**config.mk**
```make
export PLATFORM = sky130hd
export DESIGN_NAME = parity_mem
export DESIGN_NICKNAME = d
export VERILOG_FILES = /design/src/rtl/parity_mem_pkg.sv /design/src/rtl/parity_mem_array.sv /design/src/rtl/parity_mem.sv
export SDC_FILE = /design/constraint.sdc
export NUM_CORES = 2
export LEC_CHECK = 0
export CORE_ASPECT_RATIO = 1.4
export CORE_MARGIN = 2
export CORE_UTILIZATION = 45
export DETAILED_ROUTE_END_ITERATION = 12
export GPL_ROUTABILITY_DRIVEN = 0
export SLEW_MARGIN = 40
export SYNTH_ARGS = -nofsm -noshare
export SYNTH_HDL_FRONTEND = slang
export SYNTH_SLANG_ARGS = --single-unit
```
**constraint.sdc**
```tcl
create_clock -name pclk -period 27.4 [get_ports pclk]
set_input_delay 5.48 -clock pclk [delete_from_list [all_inputs] [get_ports pclk]]
set_output_delay 5.48 -clock pclk [all_outputs]
set_load 0.005 [all_outputs]
```
**src/rtl/parity_mem_pkg.sv**
```systemverilog
// Shared types, defaults and the parity helper for the parity-protected memory.
package parity_mem_pkg;

    localparam int DATA_W_DEF    = 8;
    localparam int DEPTH_DEF     = 256;
    localparam int ERR_CNT_W_DEF = 8;

    // Widest word the parity helper handles; callers zero-extend into it.
    localparam int PAR_MAX_W     = 64;

    typedef enum logic [0:0] {
        INIT = 1'b0,
        IDLE = 1'b1
    } state_e;

    // Even-parity bit of a zero-extended word: 1 when the word has an odd
    // number of ones. Zero padding does not change the result.
    function automatic logic calc_even_parity(input logic [PAR_MAX_W-1:0] data);
        return ^data;
    endfunction

endpackage

```
**src/rtl/parity_mem_array.sv**
```systemverilog
// Storage array: one synchronous write port and one registered read port.
module parity_mem_array #(
    parameter int WORD_W = 9,
    parameter int DEPTH  = 256,
    parameter int ADDR_W = $clog2(DEPTH)
) (
    input  logic              clk,
    input  logic              we,
    input  logic [ADDR_W-1:0] waddr,
    input  logic [WORD_W-1:0] wdata,
    input  logic              re,
    input  logic [ADDR_W-1:0] raddr,
    output logic [WORD_W-1:0] rdata
);

    logic [WORD_W-1:0] mem_q [DEPTH];
    logic [WORD_W-1:0] rdata_q;

    // Storage and read register; contents deliberately survive reset.
    // Callers only enable a port for in-range addresses.
    always_ff @(posedge clk) begin
        if (we) begin
            mem_q[waddr] <= wdata;
        end
        if (re) begin
            rdata_q <= mem_q[raddr];
        end
    end

    assign rdata = rdata_q;

endmodule

```
**src/rtl/parity_mem.sv**
```systemverilog
// Parity-protected single-port memory: init sweep FSM, parity generation,
// two-stage read with parity check, and error capture/counting.
module parity_mem
    import parity_mem_pkg::*;
#(
    parameter int DATA_W    = DATA_W_DEF,
    parameter int DEPTH     = DEPTH_DEF,
    parameter int ADDR_W    = $clog2(DEPTH),
    parameter int ERR_CNT_W = ERR_CNT_W_DEF
) (
    input  logic                 pclk,
    input  logic                 rst_n,
    input  logic                 write,
    input  logic                 read,
    input  logic [ADDR_W-1:0]    address,
    input  logic [DATA_W-1:0]    data_in,
    input  logic                 inj_err,
    input  logic                 clr_err,
    output logic                 ready,
    output logic [DATA_W-1:0]    data_out,
    output logic                 rd_valid,
    output logic                 parity_err,
    output logic [ERR_CNT_W-1:0] err_count,
    output logic [ADDR_W-1:0]    err_addr,
    output logic                 err_addr_vld
);

    localparam int                WORD_W    = DATA_W + 1;
    localparam logic [ADDR_W-1:0] LAST_ADDR = ADDR_W'(DEPTH - 1);
    localparam logic [ADDR_W:0]   DEPTH_EXT = (ADDR_W + 1)'(DEPTH);
    localparam logic [ERR_CNT_W-1:0] CNT_MAX = {ERR_CNT_W{1'b1}};

    state_e              state_q, state_d;
    logic [ADDR_W-1:0]   sweep_q, sweep_d;
    logic                ready_q, ready_d;
    logic                rd_pend_q, rd_pend_d;
    logic                rd_oor_q, rd_oor_d;
    logic [ADDR_W-1:0]   rd_addr_q, rd_addr_d;
    logic [DATA_W-1:0]   data_out_q, data_out_d;
    logic                rd_valid_q, rd_valid_d;
    logic                parity_err_q, parity_err_d;
    logic [ERR_CNT_W-1:0] err_count_q, err_count_d;
    logic [ADDR_W-1:0]   err_addr_q, err_addr_d;
    logic                err_addr_vld_q, err_addr_vld_d;

    logic                we_s;
    logic [ADDR_W-1:0]   waddr_s;
    logic [WORD_W-1:0]   wdata_s;
    logic                re_s;
    logic [WORD_W-1:0]   rdata_s;
    logic                in_range_s;
    logic                wpar_s;
    logic                rd_err_s;

    assign in_range_s = ({1'b0, address} < DEPTH_EXT);
    // Inverting the generated bit is how a parity fault is planted.
    assign wpar_s     = calc_even_parity(PAR_MAX_W'(data_in)) ^ inj_err;

    parity_mem_array #(
        .WORD_W (WORD_W),
        .DEPTH  (DEPTH),
        .ADDR_W (ADDR_W)
    ) u_array (
        .clk   (pclk),
        .we    (we_s),
        .waddr (waddr_s),
        .wdata (wdata_s),
        .re    (re_s),
        .raddr (address),
        .rdata (rdata_s)
    );

    // Next state, sweep address, array port controls and first read stage.
    always_comb begin
        state_d   = state_q;
        sweep_d   = sweep_q;
        we_s      = 1'b0;
        waddr_s   = sweep_q;
        wdata_s   = {WORD_W{1'b0}};
        re_s      = 1'b0;
        rd_pend_d = 1'b0;
        rd_oor_d  = 1'b0;
        rd_addr_d = rd_addr_q;
        case (state_q)
            INIT: begin
                // Clear one word per cycle; requests are ignored meanwhile.
                we_s    = 1'b1;
                waddr_s = sweep_q;
                if (sweep_q == LAST_ADDR) begin
                    state_d = IDLE;
                    sweep_d = {ADDR_W{1'b0}};
                end else begin
                    sweep_d = sweep_q + ADDR_W'(1);
                end
            end
            IDLE: begin
                if (write) begin
                    // Write wins over a simultaneous read.
                    we_s    = in_range_s;
                    waddr_s = address;
                    wdata_s = {wpar_s, data_in};
                end else if (read) begin
                    re_s      = in_range_s;
                    rd_pend_d = 1'b1;
                    rd_oor_d  = ~in_range_s;
                    rd_addr_d = address;
                end else begin
                    rd_pend_d = 1'b0;
                end
            end
            default: begin
                state_d = INIT;
                sweep_d = {ADDR_W{1'b0}};
            end
        endcase
        ready_d = (state_d == IDLE);
    end

    assign rd_err_s = rd_pend_q & ~rd_oor_q & calc_even_parity(PAR_MAX_W'(rdata_s));

    // Second read stage: present data, check parity, update error tracking.
    always_comb begin
        data_out_d     = data_out_q;
        rd_valid_d     = rd_pend_q;
        parity_err_d   = rd_err_s;
        err_count_d    = err_count_q;
        err_addr_d     = err_addr_q;
        err_addr_vld_d = err_addr_vld_q;
        if (rd_pend_q) begin
            data_out_d = rd_oor_q ? {DATA_W{1'b0}} : rdata_s[DATA_W-1:0];
        end else begin
            data_out_d = data_out_q;
        end
        if (rd_err_s) begin
            // An error reported together with a clear restarts tracking on it.
            if (clr_err) begin
                err_count_d = {{(ERR_CNT_W-1){1'b0}}, 1'b1};
            end else if (err_count_q != CNT_MAX) begin
                err_count_d = err_count_q + ERR_CNT_W'(1);
            end else begin
                err_count_d = err_count_q;
            end
            if (clr_err || !err_addr_vld_q) begin
                err_addr_d     = rd_addr_q;
                err_addr_vld_d = 1'b1;
            end else begin
                err_addr_vld_d = err_addr_vld_q;
            end
        end else if (clr_err) begin
            err_count_d    = {ERR_CNT_W{1'b0}};
            err_addr_vld_d = 1'b0;
        end else begin
            err_count_d = err_count_q;
        end
    end

    // State and output registers with synchronous active-low reset.
    always_ff @(posedge pclk) begin
        if (!rst_n) begin
            state_q        <= INIT;
            sweep_q        <= {ADDR_W{1'b0}};
            ready_q        <= 1'b0;
            rd_pend_q      <= 1'b0;
            rd_oor_q       <= 1'b0;
            rd_addr_q      <= {ADDR_W{1'b0}};
            data_out_q     <= {DATA_W{1'b0}};
            rd_valid_q     <= 1'b0;
            parity_err_q   <= 1'b0;
            err_count_q    <= {ERR_CNT_W{1'b0}};
            err_addr_q     <= {ADDR_W{1'b0}};
            err_addr_vld_q <= 1'b0;
        end else begin
            state_q        <= state_d;
            sweep_q        <= sweep_d;
            ready_q        <= ready_d;
            rd_pend_q      <= rd_pend_d;
            rd_oor_q       <= rd_oor_d;
            rd_addr_q      <= rd_addr_d;
            data_out_q     <= data_out_d;
            rd_valid_q     <= rd_valid_d;
            parity_err_q   <= parity_err_d;
            err_count_q    <= err_count_d;
            err_addr_q     <= err_addr_d;
            err_addr_vld_q <= err_addr_vld_d;
        end
    end

    assign ready        = ready_q;
    assign data_out     = data_out_q;
    assign rd_valid     = rd_valid_q;
    assign parity_err   = parity_err_q;
    assign err_count    = err_count_q;
    assign err_addr     = err_addr_q;
    assign err_addr_vld = err_addr_vld_q;

endmodule

```
; Yosys cells after proc, flatten, opt, wreduce, memory -nomap -nowiden
; Memory sizes are Yosys's and may differ from the RTL's. A register that Yosys moved wholly into a read port is not among the register bits.
; Cells that the tools add are included.
[classes]
add_sub_neg = 2
n_eq_ne = 3
mux = 21
bitwise_logic = 4
n_reduce_logical = 10
[ops]
columns = cell, n
row1 = 64-bit XOR reduction, 2
row2 = 8-bit 2-to-1 mux, 6
row3 = 9-bit 2-to-1 mux, 2
row4 = "8-bit by 1-bit adder with 8-bit output, second input constant", 2
row5 = 8-bit one-hot mux with 2 select lines, 1
row6 = 1-bit 2-to-1 mux, 11
row7 = "8-bit == test, second input constant", 1
row8 = "8-bit != test, second input constant", 1
row9 = 2-bit AND reduction, 3
row10 = 2-bit nonzero test, 2
row11 = 3-bit AND reduction, 1
row12 = "2-bit by 1-bit != test with 1-bit output, second input constant", 1
row13 = 1-bit inverter, 2
row14 = 1-bit one-hot mux with 2 select lines, 1
row15 = 1-bit bitwise AND, 1
row16 = 1-bit logical NOT, 1
row17 = 1-bit logical OR, 1
row18 = 1-bit XOR, 1
[word_totals]
ff_bits = 45
ramBits = 2304
input_bits = 22
mem_count = 1
[mem_list]
columns = memory, depth, width, read_ports, rd_ports_with_merged_regs, wr, line
row1 = u_array.mem_q, 256, 9, 1, 1, 1, parity_mem_array.sv:16  ; logic [WORD_W-1:0] mem_q [DEPTH];

; Logic depth before layout (Yosys ltp)
[depth]
ltp_word = 4
depth_mapped = 12
mapped_depth_nobuf = 7

; Cells and area by module
; Synthesis repeated with hierarchy kept, for this count alone.
[unflattened]
hier_cells = 4469
area_unflattened_um2 = 91454.0
[modules_own_cells]
columns = module, n_inst, cells_per_inst, area_per_inst_um2, seq_area_each_um2
row1 = parity_mem_array, 1, 4237, 89368.2, 69456.6
row2 = parity_mem, 1, 232, 2085.8, 900.9

; Worst setup path after synthesis
; OpenSTA, ideal clock, no wires.
[synth_timing]
path_kind = input -> register
start = input data_in[2]
end = memory u_array.mem_q[0][8] (data pin)
setup_time_ns = 1.391
t_arrival_ns = 11.946
slack_ns = 14.063
stages = 5
path_buffers = 0
path_cell_list = xnor2_1 > xnor2_1 > xnor2_1 > xnor2_1 > nor2_1
[synth_via]
elab_chain_cells = 4
[synth_lines]
columns = item, line
row1 = "start, declared", parity_mem.sv:16  ; input logic [DATA_W-1:0] data_in,
row2 = 64-bit XOR reduction, parity_mem_pkg.sv:19  ; return ^data;
row3 = 1-bit XOR, parity_mem.sv:57  ; assign wpar_s = calc_even_parity(PAR_MAX_W'(data_in)) ^ inj_err;
row4 = 9-bit 2-to-1 mux, parity_mem.sv:97  ; if (write) begin
row5 = 9-bit 2-to-1 mux, parity_mem.sv:84  ; case (state_q)
row6 = net u_array.wdata[8], parity_mem_array.sv:10  ; input logic [WORD_W-1:0] wdata,
row7 = "end, declared", parity_mem_array.sv:16
; The timed path passes the listed nets, and every way through them passes these cells.

==> metrics.txt <==
worst path buffer plus inverter count 5; clk sinks approximately 2,400; CTS Buf Count around 220; Synth cell types 63; Ys Warns 0; # setup viols final 0; fin. max-slew vios 0; Clk Latency, worst-skew pair 890 ps; CP max stage delay approximately 790 ps; Syn Area/Cell ~20 sq um; ys flop type edfxtp_1; register area share after synthesis 76.6%; Mapped Cells ~4,500; CP top delay family buffers and inverters; most frequent cells in the layout 2,313 x edfxtp_1, 458 x mux4_2, 328 x mux2i_1; vias in the first global route between 40,000 and 50,000; CP Launch Type input pin; relative slew slack between 30% and 40%; Initial Utilization 45.2%; setup repair bufs after CTS 0; vias per cell between 6 and 7; pin count of the biggest net entering global routing 116; RSZ-0062 raised after global routing no; I/O Buffers just under 50; DRC violations left 0; asr flop ratio synth 0%; Crit Path Category in2reg; Die ar. 0.208 sq mm; Clock Pin Slew Worst Setup and Hold Paths ~60 ps; sum of negative setup slack 0 ps; ANT nets after route 0; post-synthesis cell area 0.0919 sq mm; WP data required 27,970 ps; final hold viol count 0; Leakage ~35 nW; Total GRT Usage 22.7%; share of layout cells above drive strength 1 roughly a quarter; Worst VDD drop 0.0000459 V; first-pass GRT wire length 339,000 microns; Max Fclk 101 MHz; crit path time final roughly 9900 ps; Syn Nets 4,544; clk_skew 78.4 ps; Yosys top cell by area edfxtp_1; Synth area leaders edfxtp_1 76%, mux4_2 11%, mux2i_1 3.6%, nor2_1 1.2%, o221ai_1 1.1%; Max Cap Viol 0; Tcrit/Tclk final between 30% and 40%; DRT iter0 DRCs 4,633; Fill cells 16,000; fin nets ~4,700; commonest non-fill, non-tap cell in the layout edfxtp_1; Tot Pwr 7.04 mW; Seq cells post-synth about 2,400; core region area slightly above 0.2 sq mm; slowest cell on the critical path nor4_1; post-synth top area share between 70% and 80%; Post-CTS Resized 0; H-tree depth 4; via count between 40,000 and 50,000; detailed placement HPWL approximately 150,000 microns; Root Driver clkbuf_16; Die Wd around 390 microns; I/O Pins 50; number of synthesized flops with an enable pin about 2,300; clock buffer depth 4; crit-path max FO 96; FP Rows around 200; pwr/cell area 68.4 mW/mm^2; status completed; worst path arrival time roughly 10,000 ps; final core utilization 50.6%; cell-by-cell listing of the critical path buf_8 -> buf_12 -> buf_12 -> buf_4 -> buf_4 -> mux4_2 -> mux2i_1 -> or3_1 -> o211ai_1 -> nor4_1 -> nor4_2; CTS tree done; synth-to-layout area growth 12.0%; GRT overflow 0; First-pass DRT Iterations 7; hold buffer count at cts 0; Worst-Margin Slew 992 ps; initial antenna violation count 4; Die Y-Extent roughly 540 microns; Total Wirelength 238,000 microns; CP endpoint kind flip-flop; min-delay worst type reg2reg; R2R setup slack ~23,000 ps; wire length per cell approximately 32 microns
==> metal layers <==
layer	GRT usage [%]	up-vias	part of all wire [%]
met5	0	-	0.0055
met4	8.92	2	4.1
met3	2.60	395	5.3
met2	39.4	1590	52
met1	29.3	24400	38
li1	-	19100	-
==> stage by stage <==
| step | setup slack [ps] | cells | area [sq um] | hold WS, ps |
|---|---|---|---|---|
| global route | 17200 | 7495 | 103000 | 473 |
| CTS | 17040 | 7491 | 103000 | 457 |
| global placement | 16110 | 7102 | 95400 | 444 |
| floorplan | 14060 | 4520 | 91900 | 436 |
| finish | 17520 | 7495 | 103000 | 457 |
| detailed placement | 16140 | 7110 | 96200 | 448 |
==> logic make-up (layout without fill, tap and decap cells) <==
logic type / Yosys count / count (layout) / synth area share (%)
DFF: 2358 / 2358 / 76.6
other: 0 / 1 / 0
AOI/OAI and AO/OA: 455 / 455 / 3.59
muxes: 799 / 799 / 15.0
xor gates and xnor gates: 25 / 25 / 0.253
buffers and inverters: 284 / 585 / 1.76
adders and majority gates: 2 / 2 / 0.0272
and+or+nand+nor: 597 / 597 / 2.86
==> cells in the mapped netlist, types with 6 or more instances <==
master and number:
and2_1 6, nor2_1 303, nand3b_1 7, a221oi_1 18, dfxtp_1 45, nor2b_1 23
nor3_1 56, buf_4 27, o221ai_1 118, and3_1 11, o211ai_1 20, buf_1 21
buf_6 39, a22o_1 14, mux2_2 13, nand3_1 48, mux4_2 458, o31ai_1 13
a22oi_1 20, nand2_1 98, o22a_1 6, mux2i_1 328, o22ai_1 65, a21oi_1 97
a211oi_1 33, clkbuf_1 119, nor4_1 20, xnor2_1 15, a311oi_1 8, xor2_1 9
nand2b_1 10, o21ai_0 10, buf_2 65, edfxtp_1 2313
==> power breakdown <==
group          internal (mW)  switching (mW)
combinational         0.0997           0.176
sequential              3.90         0.00190
clock                   1.57            1.28
total                   5.57            1.46
==> worst reg2reg max path: cells and delay by family, from the launching register on <==
kind	cells	cell delay, ps
flip-flops	1	310
AND/OR/NAND/NOR	3	1730
AO/OA/AOI/OAI	1	820
buffers and inverters	2	780
==> final cells by class <==
cell class | count | area (sq um) | area share, %
Antenna cell | 1 | 2.50 | 0.00243
Clock buffer | 287 | 5710 | 5.55
Clock inverter | 94 | 786 | 0.764
Inverter | 7 | 27.5 | 0.0268
Multi-Input combinational cell | 1878 | 20800 | 20.2
Sequential cell | 2358 | 70400 | 68.4
Tap cell | 2673 | 3340 | 3.25
Timing Repair Buffer | 197 | 1860 | 1.81
==> state kept, by name (all words and copies together), names as in the netlist <==
| register | flops |
|---|---|
| data_out | 8 |
| err_count | 8 |
| u_array.rdata | 9 |
| u_array.mem_q | 2304 |
| sweep_q | 8 |
| rd_addr_q | 8 |
| parity_err | 1 |
| rd_valid | 1 |
| err_addr | 8 |
| rd_pend_q | 1 |
| err_addr_vld | 1 |
| ready | 1 |
==> worst paths after layout <==
kind | cells after the start | end | start
worst max-delay path | 11 | u_array.rdata[7] | address[1]
worst min-delay path | 2 | rd_addr_q[2] | rd_addr_q[2]
worst max register to register | 6 | u_array.mem_q[121][2] | ready
worst min register to register | 2 | rd_addr_q[2] | rd_addr_q[2]
No activity file was read; power rests on OpenSTA's default activity.
